## config.mk

```make
export PLATFORM = sky130hd
export DESIGN_NAME = muldiv_seq
export DESIGN_NICKNAME = d
export VERILOG_FILES = /design/src/rtl/muldiv_seq_pkg.sv /design/src/rtl/muldiv_seq.sv
export SDC_FILE = /design/constraint.sdc
export NUM_CORES = 1
export LEC_CHECK = 0
export BUFFER_PORTS_ARGS = -buffer_cell sky130_fd_sc_hd__buf_2
export CELL_PAD_IN_SITES_DETAIL_PLACEMENT = 0
export CELL_PAD_IN_SITES_GLOBAL_PLACEMENT = 1
export CORE_MARGIN = 2
export CORE_UTILIZATION = 47
export CTS_CLUSTER_SIZE = 10
export DETAILED_ROUTE_END_ITERATION = 8
export HOLD_SLACK_MARGIN = 0.02
export PLACE_DENSITY_LB_ADDON = 0.1
export RECOVER_POWER = 25
export SYNTH_ARGS = -nofsm -noshare
export SYNTH_HDL_FRONTEND = slang
export SYNTH_SLANG_ARGS = --single-unit
export TNS_END_PERCENT = 100
```

## constraint.sdc

```tcl
create_clock -name clk -period 6.5 [get_ports clk]
set_input_delay 0.325 -clock clk [delete_from_list [all_inputs] [get_ports clk]]
set_output_delay 0.325 -clock clk [all_outputs]
set_load 0.005 [all_outputs]
```

## src/rtl/muldiv_seq_pkg.sv

```systemverilog
// -----------------------------------------------------------------------------
// muldiv_seq_pkg
//
// Shared definitions for the iterative multiply/divide unit. The decoder
// imports the same op constants so the encoding lives in exactly one place.
//
// Contents:
//   MULDIV_WIDTH  default operand/result width (also the iteration count)
//   op_t          2-bit op code type
//   OP_MUL        low half of the unsigned product
//   OP_MULHU      high half of the unsigned product
//   OP_DIVU       unsigned quotient
//   OP_REMU       unsigned remainder
//   state_t       control FSM states (IDLE, RUN, DONE)
// -----------------------------------------------------------------------------
package muldiv_seq_pkg;

    localparam int MULDIV_WIDTH = 32;

    typedef logic [1:0] op_t;

    // Bit 1 selects divide, bit 0 selects the upper half of the accumulator
    // (high product or remainder) when the result is taken.
    localparam op_t OP_MUL   = 2'b00;
    localparam op_t OP_MULHU = 2'b01;
    localparam op_t OP_DIVU  = 2'b10;
    localparam op_t OP_REMU  = 2'b11;

    typedef enum logic [1:0] {
        IDLE = 2'b00,
        RUN  = 2'b01,
        DONE = 2'b10
    } state_t;

endpackage : muldiv_seq_pkg

```

## src/rtl/muldiv_seq.sv

```systemverilog
// -----------------------------------------------------------------------------
// muldiv_seq
//
// Iterative unsigned multiply/divide unit (MUL, MULHU, DIVU, REMU). One
// iteration per clock for WIDTH clocks, then a single-cycle registered done
// pulse with the result. The core stalls on busy.
//
// Ports:
//   clk     in   rising-edge clock
//   rst_n   in   asynchronous active-low reset
//   start   in   request, only sampled in IDLE
//   op      in   2-bit op code (see muldiv_seq_pkg)
//   a       in   multiplicand / dividend, captured on accepted start
//   b       in   multiplier / divisor, captured on accepted start
//   busy    out  high while iterating (state RUN)
//   done    out  one-cycle pulse, result valid in that cycle
//   result  out  final value, held until the next accepted start
//
// Handshake: start is a level request observed only while IDLE; there is no
// ready signal, a request raised in RUN or DONE is dropped, not queued. busy
// and done are mutually exclusive and both come straight from flops.
//
// Timing, with start sampled at edge E0: busy is high from E0 to E32, done is
// high from E32 to E33, and the FSM is back in IDLE after E33.
//
// WIDTH is expected to be a power of two (the bit index arithmetic relies on
// WIDTH-1-i == ~i for an index of $clog2(WIDTH) bits).
// -----------------------------------------------------------------------------
module muldiv_seq
    import muldiv_seq_pkg::*;
#(
    parameter int WIDTH = MULDIV_WIDTH
) (
    input  logic             clk,
    input  logic             rst_n,
    input  logic             start,
    input  logic [1:0]       op,
    input  logic [WIDTH-1:0] a,
    input  logic [WIDTH-1:0] b,
    output logic             busy,
    output logic             done,
    output logic [WIDTH-1:0] result
);

    localparam int IDX_W = $clog2(WIDTH);
    localparam int CNT_W = IDX_W + 1;
    localparam int ACC_W = 2 * WIDTH;
    // One extra bit for the multiply carry / shifted-out remainder bit, and
    // one more so the divide borrow appears as the sign of the sum.
    localparam int ALU_W = WIDTH + 2;

    localparam logic [CNT_W-1:0] CNT_LAST = CNT_W'(WIDTH - 1);
    localparam logic [CNT_W-1:0] CNT_ONE  = CNT_W'(1);

    // ------------------------------------------------------------------
    // State
    // ------------------------------------------------------------------
    state_t             state_q,  state_d;
    logic [CNT_W-1:0]   cnt_q,    cnt_d;
    logic [ACC_W-1:0]   acc_q,    acc_d;
    logic [WIDTH-1:0]   a_q,      a_d;
    logic [WIDTH-1:0]   b_q,      b_d;
    op_t                op_q,     op_d;
    logic [WIDTH-1:0]   result_q, result_d;
    logic               done_q,   done_d;

    // ------------------------------------------------------------------
    // Shared iteration datapath
    // ------------------------------------------------------------------
    logic [IDX_W-1:0]   bit_idx;
    logic               is_div;
    logic [WIDTH-1:0]   acc_hi;
    logic [WIDTH-1:0]   acc_lo;
    logic               mul_bit;
    logic               div_bit;
    logic [WIDTH-1:0]   mul_addend;
    logic [ALU_W-1:0]   alu_x;
    logic [ALU_W-1:0]   alu_y;
    logic [ALU_W-1:0]   alu_cin;
    logic [ALU_W-1:0]   alu_sum;
    logic               borrow;
    logic [ACC_W-1:0]   acc_step;
    logic               last_iter;

    always_comb begin
        bit_idx    = cnt_q[IDX_W-1:0];
        is_div     = op_q[1];
        acc_hi     = acc_q[ACC_W-1:WIDTH];
        acc_lo     = acc_q[WIDTH-1:0];

        // Multiply walks the multiplier LSB first.
        mul_bit    = b_q[bit_idx];
        mul_addend = mul_bit ? a_q : {WIDTH{1'b0}};

        // The accumulator is cleared at start, so instead of preloading the
        // dividend into the quotient half it is fed in MSB first from a_q;
        // the shift of {rem, quo} then only has to bring in this bit.
        div_bit    = a_q[~bit_idx];

        // One adder serves both paths: add for multiply, x + ~y + 1 for
        // the restoring subtract.
        if (is_div) begin
            alu_x   = {1'b0, acc_hi, div_bit};
            alu_y   = ~{2'b00, b_q};
            alu_cin = ALU_W'(1);
        end else begin
            alu_x   = {2'b00, acc_hi};
            alu_y   = {2'b00, mul_addend};
            alu_cin = ALU_W'(0);
        end
        alu_sum = alu_x + alu_y + alu_cin;

        // Operands are below 2^(WIDTH+1), so a negative difference shows up
        // as the top bit of the sum.
        borrow  = alu_sum[ALU_W-1];

        if (is_div) begin
            // When there is a borrow the shifted remainder is below b and so
            // still fits in WIDTH bits: keep it unchanged (restore).
            if (borrow) begin
                acc_step = {alu_x[WIDTH-1:0], acc_lo[WIDTH-2:0], 1'b0};
            end else begin
                acc_step = {alu_sum[WIDTH-1:0], acc_lo[WIDTH-2:0], 1'b1};
            end
        end else begin
            // Carry-in of the upper half lands in the accumulator MSB.
            acc_step = {alu_sum[WIDTH:0], acc_lo[WIDTH-1:1]};
        end

        last_iter = (cnt_q == CNT_LAST);
    end

    // ------------------------------------------------------------------
    // Next-state / output logic
    // ------------------------------------------------------------------
    always_comb begin
        state_d  = state_q;
        cnt_d    = cnt_q;
        acc_d    = acc_q;
        a_d      = a_q;
        b_d      = b_q;
        op_d     = op_q;
        result_d = result_q;
        done_d   = 1'b0;

        unique case (state_q)
            IDLE: begin
                if (start) begin
                    state_d = RUN;
                    a_d     = a;
                    b_d     = b;
                    op_d    = op;
                    cnt_d   = '0;
                    acc_d   = '0;
                end
            end

            RUN: begin
                acc_d = acc_step;
                cnt_d = cnt_q + CNT_ONE;
                if (last_iter) begin
                    state_d = DONE;
                    done_d  = 1'b1;
                    // Result is taken from the final iteration directly so it
                    // is registered on the same edge that raises done.
                    unique case (op_q)
                        OP_MUL:   result_d = acc_step[WIDTH-1:0];
                        OP_MULHU: result_d = acc_step[ACC_W-1:WIDTH];
                        OP_DIVU:  result_d = acc_step[WIDTH-1:0];
                        OP_REMU:  result_d = acc_step[ACC_W-1:WIDTH];
                        default:  result_d = acc_step[WIDTH-1:0];
                    endcase
                end
            end

            DONE: begin
                // start is deliberately not looked at here.
                state_d = IDLE;
            end

            default: begin
                state_d = IDLE;
            end
        endcase
    end

    // ------------------------------------------------------------------
    // Registers
    // ------------------------------------------------------------------
    always_ff @(posedge clk or negedge rst_n) begin
        if (!rst_n) begin
            state_q  <= IDLE;
            cnt_q    <= '0;
            acc_q    <= '0;
            a_q      <= '0;
            b_q      <= '0;
            op_q     <= OP_MUL;
            result_q <= '0;
            done_q   <= 1'b0;
        end else begin
            state_q  <= state_d;
            cnt_q    <= cnt_d;
            acc_q    <= acc_d;
            a_q      <= a_d;
            b_q      <= b_d;
            op_q     <= op_d;
            result_q <= result_d;
            done_q   <= done_d;
        end
    end

    assign busy   = (state_q == RUN);
    assign done   = done_q;
    assign result = result_q;

endmodule : muldiv_seq

```

==> results of run 1 <==
[metrics by stage]
step / setup WS, ns / hold slack [ns]
2_1_floorplan: 1.57 / 0.0294
3_3_place_gp: 0.800 / 0.476
3_5_place_dp: 0.741 / 0.482
4_1_cts: 0.731 / 0.0622
5_1_grt: 0.159 / 0.0765
6_report: 0.637 / 0.0695
[flip-flops by register name (all words and copies together) (netlist names)]
register,count
state_q,2
cnt_q,6
b_q,32
acc_q,64
result,32
a_q,32
done,1
op_q,2
[worst reg2reg max path, cell delays in order (launching register included)]
cell and delay (ns):
dfrtp_1 0.68, nand2_1 0.31, o221ai_1 0.28, o22ai_1 0.13, a211oi_1 0.23, o21ai_1 0.10
inv_1 0.41, buf_4 0.32, o2bb2ai_1 0.15, ha_1 0.30, nand2_1 0.15, nor3_1 0.59
nand4_1 0.17, nand3_1 0.14, a21oi_1 0.10, nand2_2 0.53, mux2_2 0.43, mux4_2 0.46
mux2_2 0.27
[layout make-up]
cell class                 instances  area, um2  share of cell area, %
clock buffer                      18        429                   3.52
clock inverter                    14        135                   1.11
inverter                          13       48.8                  0.400
multi-input combinational        942       6310                   51.7
sequential                       171       4280                   35.1
tap                              319        399                   3.27
timing repair buffer             117        601                   4.92
[Yosys cell counts, types with 4 or more instances]
library cell,count
nand2_1,257
dfrtp_1,171
clkbuf_1,74
mux2i_1,73
o21ai_0,73
nand3_1,64
a21oi_1,51
nor2_1,43
o2bb2ai_1,43
mux2_2,37
ha_1,32
o21ai_1,29
nor3_1,24
xnor2_1,16
mux4_2,13
xor2_1,11
a211oi_1,10
a21o_1,10
a221o_1,10
inv_1,10
o221ai_1,10
a31oi_1,9
nand4_1,9
o22ai_1,8
mux2_1,7
a31o_2,6
and3_1,6
nand2b_1,6
o211ai_1,6
o21a_1,6
buf_1,5
buf_2,5
clkbuf_8,5
nor2b_1,5
o31ai_1,4
or3_1,4
[cell families (layout without fill, tap and decap cells)]
kind of cell | count (synthesis) | after routing | share of synthesized area, %
XOR/XNOR | 28 | 28 | 2.29
buffers and inverters | 104 | 162 | 4.18
AO/OA/AOI/OAI | 310 | 310 | 19.2
flip-flops | 171 | 171 | 38.8
multiplexers | 133 | 133 | 14.3
AND/OR/NAND/NOR | 437 | 437 | 17.2
adder cells (fa/ha/maj) | 34 | 34 | 3.99
[power groups by stage]
stage / logic (mW) / registers, mW / clock network (mW)
2_1_floorplan: 3.94 / 1.64 / 0
5_1_grt: 5.47 / 1.86 / 1.09
4_1_cts: 4.92 / 1.80 / 1.04
6_report: 4.95 / 1.81 / 1.03
3_5_place_dp: 4.90 / 1.82 / 0
3_3_place_gp: 4.88 / 1.82 / 0
[layer usage]
metal / vias to the layer above / global-route usage, %
met5: - / 0
li1: 4501 / -
met2: 236 / 35.7
met1: 4457 / 38.9
met4: 0 / 6.06
met3: 30 / 2.89
[worst max-delay path by stage]
stage | end | cells past startpoint
2_1_floorplan | result[22]$_DFFE_PN0P_ | 22
3_3_place_gp | result[22]$_DFFE_PN0P_ | 18
3_5_place_dp | result[22]$_DFFE_PN0P_ | 18
4_1_cts | result[22]$_DFFE_PN0P_ | 18
5_1_grt | result[18]$_DFFE_PN0P_ | 18
6_report | result[22]$_DFFE_PN0P_ | 18
[repair_timing]
item | CTS | global route
endpoints found under the hold margin | 4 | 0
hold buffers | 1 | 0
buffers inserted | 0 | 0
gates resized for setup | 0 | 0
==> flow_summary.ini, run 1 <==
[worst_setup_path]
r2r-start = cnt_q[1]$_DFFE_PN0P_
end_kind = flip-flop
reg2reg_to = result[22]$_DFFE_PN0P_
startpoint_type = flip-flop
arrival_ns = 6.18
critPathKind = reg2reg
cp.required_ns = 6.82
rr_worst_depth = 18
critPathTopFamily = simple AND/OR/NAND/NOR gates
r2r_setup_slack_ns = 0.64
worstPathMaxFanout = 25
max_stage_delay_ns = 0.68
worst-path-buf-inv = 2
worstPathCellList = nand2_1 -> o221ai_1 -> o22ai_1 -> a211oi_1 -> o21ai_1 -> inv_1 -> buf_4 -> o2bb2ai_1 -> ha_1 -> nand2_1 -> nor3_1 -> nand4_1 -> nand3_1 -> a21oi_1 -> nand2_2 -> mux2_2 -> mux4_2 -> mux2_2
cp_slowest_cell = dfrtp_1
cp-startpoint = cnt_q[1]$_DFFE_PN0P_

[synthesis]
synth_area_leaders = dfrtp_1 39%, nand2_1 8.7%, mux2i_1 6.6%, mux2_2 3.8%, ha_1 3.6%
synth_ff_type = dfrtp_1
synth_cell_types = 79
synth.largest_area_cell = dfrtp_1
ys_seq_area_share_pct = 38.8
ys_warn_count = 0
synthCells = 1217
async_flop_share_pct = 100
syn_area_per_cell_um2 = 9.07
ys_seq_elements = 171
synth_edf_count = 0
mappedNetlistNets = 1320
synth_top_area_share_pct = 38.8
synth_area_um2 = 11000

[finish]
syn_to_final_growth_pct = 10.6
utilization_pct = 52.5
drive_gt1_share_pct = 16.2
layout_common_cells = 256 x nand2_1, 170 x dfrtp_1, 77 x buf_2
final_common_cell = nand2_1
diodes = 0
nNetsFinal = 1365
fin_area_um2 = 12200
fillers = 2262
layoutNonFillerInstCount = 1594

[worst_hold_path]
min_from = a[30]
min_path_type = in2reg
hold_end = a_q[30]$_DFFE_PN0P_
hold-path-cell-count = 3

[global_route]
grt_max_degree = 97
antenna_found_initial = 0
grt_overflow = 0
grt_pass1_wl_um = 47800
track_usage_pct = 24.7
grt_pass1_vias = 8576

[sta]
min_period_over_period_pct = 90.2
slew_headroom_pct = -205
setup_viol = 0
grt_setup_unrepaired = no
final.setup_skew_ns = 0.0111
fin_setup_tns_ns = 0
fmax_ghz = 0.171
worstMarginPinSlew_ns = 4.58
hold_viol = 0
fin_crit_ns = 5.86
finalMaxSlewViolations = 97

[power]
power.density_nw_per_um2 = 639
p_leak_nw = 5.53
swShare_pct = 48.2
clkPwrFrac_pct = 13.2
pwr-share-comb_pct = 63.5
power.total_mw = 7.79
seqPwrFrac_pct = 23.2
p_int_mw = 4.04
power.switching_mw = 3.76
irDropWorstVdd_uv = 221

[outcome]
failed_checks = capacitance limit, slew limit
status = complete, but fails checks

[floorplanning]
rows = 56
ios = 103
die_h_um = 157
die_area_um2 = 24700
fp.dieW_um = 157
core-area_um2 = 23300
initial_core_util_pct = 47.4

[drt]
viasPerCell = 5.79
initialDrtViolationCount = 570
dr_total_vias = 9224
met1Wirelength_um = 15600
antenna_left = 0
wl_um = 30200
wl_per_cell_um = 19.0
wl_met3_um = 1350
wl_met2_um = 12800
top_layer_used = met4
drt_pass1_iterations = 5
drc = 0

[placed_design]
dp_cells = 1561
portBuffers = 102
globalplace.congestion = 0.888
hpwl_um = 21000
place_area_um2 = 11700

[cts]
cts_num_sinks = 171
ctsHtreeMaxLevel = 4
tritoncts = yes
insertion_delay_ns = 0.44
clkTransAtPathRegs_ns = 0.08
cts_buffers = 17
cts_root_buffer = clkbuf_16
cts_max_path_buffers = 2

[flow_run]
drv_cap = 1
No activity file was read; power rests on OpenSTA's default activity.
==> run 2, diff against run 1 <==
Settings changed: PLACE_DENSITY set to 0.94, PLACE_DENSITY_LB_ADDON 0.1 to unset.
==> run 2 against run 1 <==
Against the previous run:
- the run ends with hold timing left
- worst hold slack got worse by 0.089 ns
- maximum frequency increased by 4.1%
- setup slack gained 0.23 ns
- sequential share of layout area down 0.14 points
- register-to-register slack better by 0.23 ns
- critical path depth down 1
- via count up 1.4%
- non-clock buffer count stayed put
- combinational power rose by 0.8%
- final cell count about the same
==> flow_summary.ini, run 2 (synthesis results as in run 1) <==
[placed_design]
globalplace.congestion = 0.946
portBuffers = 102
pre_cts_slack_ns = 0.938
hpwl_um = 20700

[worst_setup_path]
critPathKind = reg2reg
max_stage_delay_ns = 0.69
arrival_ns = 5.95
worstPathCellList = nand2_1 -> o221ai_1 -> o22ai_1 -> a211oi_1 -> o21ai_1 -> inv_1 -> buf_4 -> o2bb2ai_1 -> ha_1 -> and3_2 -> a221o_1 -> and3_4 -> o2111ai_4 -> nand2_2 -> mux2_1 -> mux4_1 -> mux2_2
critPathTopFamily = compound AO/OA/AOI/OAI gates
startpoint_type = flip-flop
path_depth = 17
worstPathMaxFanout = 24
cp.required_ns = 6.82
rr_worst_depth = 17
worst-path-buf-inv = 2
end_kind = flip-flop
cp_slowest_cell = dfrtp_1

[flow_run]
drv_cap = 0

[cts]
tritoncts = yes
cts_hold_buf = 0
cts_root_buffer = clkbuf_16
insertion_delay_ns = 0.44
cts_max_path_buffers = 2
cts_buffers = 17
clkTransAtPathRegs_ns = 0.07
ctsHtreeMaxLevel = 4
cts_num_sinks = 171
ctsResizeCount = 0
post_cts_buffers = 0

[drt]
dr_total_vias = 9356
drc = 0
wl_per_cell_um = 18.4
viasPerCell = 5.87
antenna_left = 0
wl_um = 29300
drt_pass1_iterations = 5
initialDrtViolationCount = 828

[worst_hold_path]
min_path_type = in2async

[sta]
finalMaxSlewViolations = 0
final.setup_skew_ns = 0.0127
fmax_ghz = 0.178
fin_crit_ns = 5.63
setup_slack_ns = 0.868
setup_viol = 0
worstMarginPinSlew_ns = 1.10
hold_slack_ns = -0.0200
slew_headroom_pct = 26.9
min_period_over_period_pct = 86.6
fin_setup_tns_ns = 0
grt_setup_unrepaired = no
hold_viol = 14

[finish]
nNetsFinal = 1365
max_flop_register = acc_q
utilization_pct = 52.7
layout_common_cells = 256 x nand2_1, 170 x dfrtp_1, 101 x buf_2
diodes = 0
drive_gt1_share_pct = 18.2
fillers = 2166
final_common_cell = nand2_1
largest_reg_flops = 64
syn_to_final_growth_pct = 11.1

[floorplanning]
ios = 103
die_area_um2 = 24700
die_h_um = 157
rows = 56
fp.dieW_um = 157
initial_core_util_pct = 47.4
core-area_um2 = 23300

[outcome]
failed_checks = hold timing
status = complete, but fails checks

[power]
irDropWorstVdd_uv = 237
power.density_nw_per_um2 = 640
p_leak_nw = 5.66

[global_route]
grt_pass1_vias = 8882
grt_pass1_wl_um = 47900
grt_max_degree = 105
track_usage_pct = 24.5
grt_overflow = 0
antenna_found_initial = 0
-- run 2: cell count changes in the layout (fill, tap and decap cells not counted), moves of 2 or more --
| cell | delta |
|---|---|
| inv_8 | +2 |
| buf_2 | +24 |
| clkbuf_1 | -23 |
| inv_6 | -2 |
| clkinvlp_4 | -2 |
-- run 2: cell type report --
type	count	area, um2	area share (%)
sequential	171	4280	35.0
timing repair buffer	117	629	5.14
inverter	13	48.8	0.398
clock inverter	13	155	1.27
tap	319	399	3.26
multi-input combinational	942	6310	51.5
clock buffer	18	429	3.50
-- run 2: final timing paths --
path | startpoint | endpoint | slack, ns
hold reg to reg | result[30]$_DFFE_PN0P_ | result[30]$_DFFE_PN0P_ | 0.50
max in group asynchronous | rst_n | a_q[24]$_DFFE_PN0P_ | 4.99
min in group clk | b[26] | b_q[26]$_DFFE_PN0P_ | 0.07
setup / recovery | cnt_q[1]$_DFFE_PN0P_ | result[20]$_DFFE_PN0P_ | 0.87
hold / removal | rst_n | result[9]$_DFFE_PN0P_ | -0.02
setup reg to reg | cnt_q[1]$_DFFE_PN0P_ | result[20]$_DFFE_PN0P_ | 0.87
-- run 2: routing by layer --
metal / share of wire (%) / GRT usage (%) / routed length, um
met1: 50 / 38.0 / 14500
met2: 42 / 35.3 / 12400
met3: 6.5 / 4.24 / 1910
met4: 1.4 / 5.80 / 420
met5: 0 / 0 / 0
-- run 2: per-stage QoR --
stage	cell area [um2]	total power [mW]	hold WS, ns	cells
global placement	11700	6.62	0.476	1562
detailed placement	11700	6.72	0.483	1562
CTS	12300	7.78	0.0551	1593
finish	12300	7.84	-0.0200	1593
global route	12300	8.45	0.0698	1593
floorplan	11000	5.58	0.0294	1217
-- run 2: worst register-to-register path, stage by stage (launching register included) --
cell and delay (ns):
dfrtp_1 0.69, nand2_1 0.31, o221ai_1 0.29, o22ai_1 0.12, a211oi_1 0.24, o21ai_1 0.10, inv_1 0.37, buf_4 0.31
o2bb2ai_1 0.17, ha_1 0.32, and3_2 0.22, a221o_1 0.34, and3_4 0.22, o2111ai_4 0.21, nand2_2 0.36, mux2_1 0.49
mux4_1 0.49, mux2_2 0.27
-- run 2: report_power, final --
part | internal (mW) | total [mW] | switching [mW] | leakage, nW
clock network | 0.576 | 1.04 | 0.462 | 0.287
logic | 2.08 | 4.99 | 2.92 | 3.18
registers | 1.42 | 1.81 | 0.386 | 2.19
total | 4.08 | 7.84 | 3.76 | 5.66
